[src/rtl/risc_int_ctrl.sv]
// Vectored interrupt controller: edge-latched pending sources, mask, fixed-priority
// arbitration, and a req/ack/reti handshake with the core at instruction boundaries.
module risc_int_ctrl #(
    parameter int unsigned ID_W       = 2,
    parameter logic [31:0] VEC_BASE   = 32'h0000_0040,
    parameter int unsigned VEC_STRIDE = 4,
    localparam int unsigned NSRC      = 2**ID_W
) (
    input  logic            clk,
    input  logic            rst,
    input  logic [NSRC-1:0] src_in,
    input  logic            mask_we,
    input  logic [NSRC-1:0] mask_wdata,
    input  logic            instr_done,
    input  logic            int_ack,
    input  logic            reti,
    output logic            int_req,
    output logic [31:0]     int_vec,
    output logic [ID_W-1:0] int_id,
    output logic [NSRC-1:0] mask,
    output logic [NSRC-1:0] pending,
    output logic [NSRC-1:0] in_service
);

    typedef enum logic [1:0] {
        IDLE    = 2'd0,
        REQ     = 2'd1,
        SERVICE = 2'd2
    } state_t;

    state_t          r_state;
    logic [NSRC-1:0] r_src_d;
    logic [NSRC-1:0] r_pending;
    logic [NSRC-1:0] r_mask;
    logic [NSRC-1:0] r_in_service;
    logic            r_int_req;
    logic [ID_W-1:0] r_int_id;
    logic [31:0]     r_int_vec;

    state_t          w_state_nxt;
    logic [NSRC-1:0] w_rise;
    logic [NSRC-1:0] w_eligible;
    logic [ID_W-1:0] w_winner;
    logic [NSRC-1:0] w_id_onehot;
    logic [NSRC-1:0] w_pend_clr;
    logic [NSRC-1:0] w_in_service_nxt;
    logic            w_int_req_nxt;
    logic [ID_W-1:0] w_int_id_nxt;
    logic [31:0]     w_int_vec_nxt;

    assign w_rise      = src_in & ~r_src_d;
    assign w_eligible  = r_pending & ~r_mask;
    assign w_id_onehot = NSRC'(1) << r_int_id;

    // Lowest set index wins: scanning downward lets the lowest index overwrite last.
    always_comb begin
        w_winner = '0;
        for (int i = NSRC - 1; i >= 0; i--) begin
            if (w_eligible[i]) begin
                w_winner = ID_W'(i);
            end
        end
    end

    // NOTE: every output of this block is given a default first, so no path can
    // leave one unassigned and infer a latch.
    always_comb begin
        w_state_nxt      = r_state;
        w_int_req_nxt    = r_int_req;
        w_int_id_nxt     = r_int_id;
        w_int_vec_nxt    = r_int_vec;
        w_in_service_nxt = r_in_service;
        w_pend_clr       = '0;
        unique case (r_state)
            IDLE: begin
                if ((w_eligible != '0) && instr_done) begin
                    w_state_nxt   = REQ;
                    w_int_req_nxt = 1'b1;
                    w_int_id_nxt  = w_winner;
                    w_int_vec_nxt = VEC_BASE + 32'(w_winner) * 32'(VEC_STRIDE);
                end
            end
            REQ: begin
                if (int_ack) begin
                    w_state_nxt      = SERVICE;
                    w_int_req_nxt    = 1'b0;
                    w_pend_clr       = w_id_onehot;
                    w_in_service_nxt = w_id_onehot;
                end
            end
            SERVICE: begin
                if (reti) begin
                    w_state_nxt      = IDLE;
                    w_in_service_nxt = '0;
                end
            end
            default: begin
                w_state_nxt      = IDLE;
                w_int_req_nxt    = 1'b0;
                w_in_service_nxt = '0;
            end
        endcase
    end

    // NOTE: sequential state uses non-blocking assignments so every register
    // samples the pre-edge values of its peers, independent of statement order.
    always_ff @(posedge clk or negedge rst) begin
        if (!rst) begin
            r_state      <= IDLE;
            r_src_d      <= '0;
            r_pending    <= '0;
            r_mask       <= '0;
            r_in_service <= '0;
            r_int_req    <= 1'b0;
            r_int_id     <= '0;
            r_int_vec    <= '0;
        end else begin
            r_state      <= w_state_nxt;
            r_src_d      <= src_in;
            // A fresh edge on the acknowledged source outranks the ack's clear.
            r_pending    <= (r_pending & ~w_pend_clr) | w_rise;
            r_in_service <= w_in_service_nxt;
            r_int_req    <= w_int_req_nxt;
            r_int_id     <= w_int_id_nxt;
            r_int_vec    <= w_int_vec_nxt;
            if (mask_we) begin
                r_mask <= mask_wdata;
            end
        end
    end

    assign int_req    = r_int_req;
    assign int_vec    = r_int_vec;
    assign int_id     = r_int_id;
    assign mask       = r_mask;
    assign pending    = r_pending;
    assign in_service = r_in_service;

endmodule
[config.mk]
export PLATFORM = sky130hd
export DESIGN_NAME = risc_int_ctrl
export DESIGN_NICKNAME = d
export VERILOG_FILES = /design/src/rtl/risc_int_ctrl.sv
export SDC_FILE = /design/constraint.sdc
export NUM_CORES = 1
export LEC_CHECK = 0
export CAP_MARGIN = 40
export CORE_MARGIN = 4
export CORE_UTILIZATION = 38
export DETAILED_ROUTE_END_ITERATION = 16
export PLACE_DENSITY = 0.79
export REMOVE_ABC_BUFFERS = 1
export SLEW_MARGIN = 40
export SYNTH_ARGS = -nofsm -noshare
export SYNTH_HDL_FRONTEND = slang
export SYNTH_SLANG_ARGS = --single-unit
[constraint.sdc]
create_clock -name clk -period 1.3 [get_ports clk]
set_input_delay 0.26 -clock clk [delete_from_list [all_inputs] [get_ports clk]]
set_output_delay 0.26 -clock clk [all_outputs]
set_load 0.05 [all_outputs]
==> flow_summary_export.csv <==
group,metric,value,unit
status,status,"complete, no violations",
logic_synthesis,synthTopCellsByCount,"buf_4 (31), dfrtp_1 (22), inv_1 (7), o21ai_0 (6)",
drt,firstDrtPassIters,4,
logic_synthesis,yosysTopAreaCell,"dfrtp_1",
logic_synthesis,synth_area,1122,sq um
sta,fin_crit_sh,97.76,%
clock_network,cts_num_sinks,22,
power,p_switching,0.001742,W
logic_synthesis,syn_inst,101,
critical_path,crit_arrival,1.01,ns
logic_synthesis,synth_area_leaders,"dfrtp_1 (49%), buf_4 (21%), mux2_2 (4.0%), a22o_1 (3.1%), o21ai_0 (2.7%)",
critical_path,max_stage_delay,0.42,ns
hold_path,min_path_type,"input port to async pin",
critical_path,r2r_start,"int_id[0]",
floorplan,ios,61,
critical_path,worst_r2r_endpoint,"pending[2]",
grt,grt_pass1_wl,3643,microns
clock_network,cts_buffers,3,
power,power_density,2419,nW/um^2
sta,period_minus_slack,1.271,ns
logic_synthesis,ys_ff_latch,22,
logic_synthesis,synthArstFlopShare,100.0,%
drt,via_count,784,
power,pwr-share-clk,12.7,%
grt,grt_overflow,0,
clock_network,postCtsHoldBufs,0,
critical_path,crit_end,"int_vec[2]",
floorplan,die_x,62.35,microns
grt,grt_max_degree,23,
floorplan,core,2781,sq um
floorplan,initial_core_util,40.35,%
critical_path,cp_cell_sequence,"buf_6 -> buf_12",
logic_synthesis,synthDistinctLibCells,23,
sta,hold_violations,0,
clock_network,htree_levels,1,
critical_path,ff2ff_setup_slack,0.07,ns
logic_synthesis,ys_warn_count,0,
power,p_leak,0.7880,nW
finish,post-route-util,60.05,%
clock_network,cts_max_path_buffers,2,
finish,fill_cells,217,
finish,ff_latch_area,554.3,sq um
drt,drcViolationCount,0,
finish,num-nets-final,159,
logic_synthesis,synthFlopType,"dfrtp_1",
floorplan,die_y,62.35,microns
clock_network,cts_tree,"yes",
critical_path,path_max_fanout,3,
clock_network,root_buffer,"clkbuf_4",
drt,vias_per_cell,4.480,
grt,grt_pass1_vias,766,
drt,wire_per_inst,13.53,microns
critical_path,critPathSlowestCell,"dfrtp_1",
logic_synthesis,synth.most_common_cell,"buf_4",
placement,place.gp.congestion,0.7955,
sta,fmaxAchievable,0.7868,GHz
logic_synthesis,yosysSeqAreaShare,49.05,%
critical_path,rr_worst_depth,4,
finish,drive_above_1_share,30.56,%
sta,fin_skew,0.007564,ns
clock_network,clock_latency,0.30,ns
critical_path,critPathRequiredTime,1.04,ns
critical_path,cp.depth,2,
finish,multiInputGateArea,417.9,sq um
clock_network,clkSlewWorstSetupHoldPaths,0.12,ns
placement,place_hpwl,1884,microns
sta,finalSetupViolCount,0,
logic_synthesis,synth_edf_count,0,
power,swShare,43.12,%
floorplan,rows,19,
critical_path,crit_path_start_kind,"flip-flop",
critical_path,worstSetupEndpointType,"output port",
grt,grt_usage,11.70,%
logic_synthesis,avgSynthCellArea,11.11,sq um
sta,drv_slew,0,
sta,holdWs,0.2874,ns
flow_run,max-cap-violations,0,
placement,io_buffers,31,
power,p_comb_share,59.5,%
drt,wl,2368,microns
critical_path,crit_path_start,"int_id[0]",
finish,diodes,0,
logic_synthesis,synth.top_cell.area_share,49.05,%
drt,drt_iter0_drc,6,
power,ir_worst_vdd,0.001585,V
floorplan,die_area,3887,sq um
power,power.internal,0.002298,W
finish,syn_to_final_growth,48.83,%
critical_path,crit_buf_inv,2,
critical_path,crit_family,"flip-flops",
drt,ant_nets,0,
power,pwr-share-seq,27.8,%
critical_path,crit_type,"flip-flop to output port",
grt,grt_antenna_before_repair,0,
[worst register-to-register path, cell delays in order (launching register included)]
cell      delay (ns)
dfrtp_1         0.42
buf_4           0.14
and4bb_4        0.31
nand2_1         0.06
a22o_1          0.18
[state kept, by name, summed over array words and instances (netlist names)]
register    count
pending         4
r_state         2
int_req         1
int_id          1
int_vec         2
mask            4
r_src_d         4
in_service      4
[repair_timing]
| action | CTS | global route |
|---|---|---|
| setup buffers | 1 | 3 |
| cloned | 0 | 0 |
| pin swaps | 1 | 0 |
| gates resized for setup | 1 | 4 |
| endpoints found under the setup margin | 3 | 9 |
[layer usage]
metal	up-vias	GRT usage [%]	wire length [microns]
li1	365	-	-
met1	377	14.20	927
met2	40	20.08	1248
met4	0	3.979	9
met3	2	2.883	182
met5	-	0	0
[logic make-up after synthesis]
family | after synthesis | share of synthesized area, %
muxes | 4 | 4.013
DFF | 22 | 49.05
buffers and inverters | 38 | 23.08
AOI/OAI and AO/OA | 21 | 13.71
other | 1 | 0.3341
and+or+nand+nor | 15 | 9.811
[power by group through the flow]
stage | combinational [W] | clock [W] | sequential, W
floorplan | 0.000552 | 0 | 0.00171
global route | 0.00249 | 0.000559 | 0.00116
finish | 0.00240 | 0.000513 | 0.00112
detailed placement | 0.00231 | 0 | 0.00113
CTS | 0.00234 | 0.000529 | 0.00112
global placement | 0.00227 | 0 | 0.00112
[layout by cell type, fill, tap and decap left out]
cell type | synthesis | routed
o21ai_1 | 2 | 2
dfrtp_2 | 0 | 3
conb_1 | 1 | 29
nor2b_1 | 4 | 4
a22oi_1 | 1 | 1
o2bb2ai_1 | 2 | 2
nor3b_4 | 1 | 1
buf_6 | 0 | 2
buf_4 | 31 | 9
inv_1 | 7 | 7
a22o_1 | 4 | 4
nand2b_1 | 3 | 3
o21ai_0 | 6 | 6
dfrtp_1 | 22 | 19
a21boi_2 | 1 | 1
a21oi_1 | 1 | 1
bufinv_16 | 0 | 1
buf_12 | 0 | 18
o41ai_2 | 1 | 1
nand4b_1 | 1 | 1
or2b_1 | 1 | 1
and4bb_4 | 1 | 1
o21a_1 | 1 | 1
o22ai_1 | 1 | 1
mux2_2 | 4 | 4
clkbuf_4 | 0 | 3
nand2_1 | 4 | 4
clkdlybuf4s50_1 | 0 | 13
a21o_1 | 1 | 1
[final cells by class]
type	count	area share (%)
multi-input combinational	69	25.02
sequential	22	33.18
timing repair buffer	42	34.76
inverter	7	1.573
tap	31	2.322
clock inverter	1	1.798
clock buffer	3	1.348
[metrics by stage]
step | instances | setup TNS (ns) | setup WS [ns] | cell area, sq um | power, W
after floorplan | 98 | -2.266 | -0.2800 | 994.7 | 0.002258
after global placement | 167 | -0.9422 | -0.1266 | 1577 | 0.003384
after detailed placement | 167 | -1.672 | -0.1846 | 1577 | 0.003438
after CTS | 172 | 0 | 0.00002398 | 1638 | 0.003984
after global routing | 175 | -0.04178 | -0.02036 | 1670 | 0.004213
final | 175 | 0 | 0.02909 | 1670 | 0.004040
[worst min-delay path by stage]
stage               slack (ns)  depth (start not counted)             to
finish                    0.29                          2  in_service[1]
global route              0.30                          2     int_vec[6]
CTS                       0.29                          2     int_vec[6]
detailed placement        0.43                          1     pending[1]
global placement          0.41                          1     pending[1]
floorplan                -0.04                          0  in_service[0]
Power figures use the tool's default switching activity.
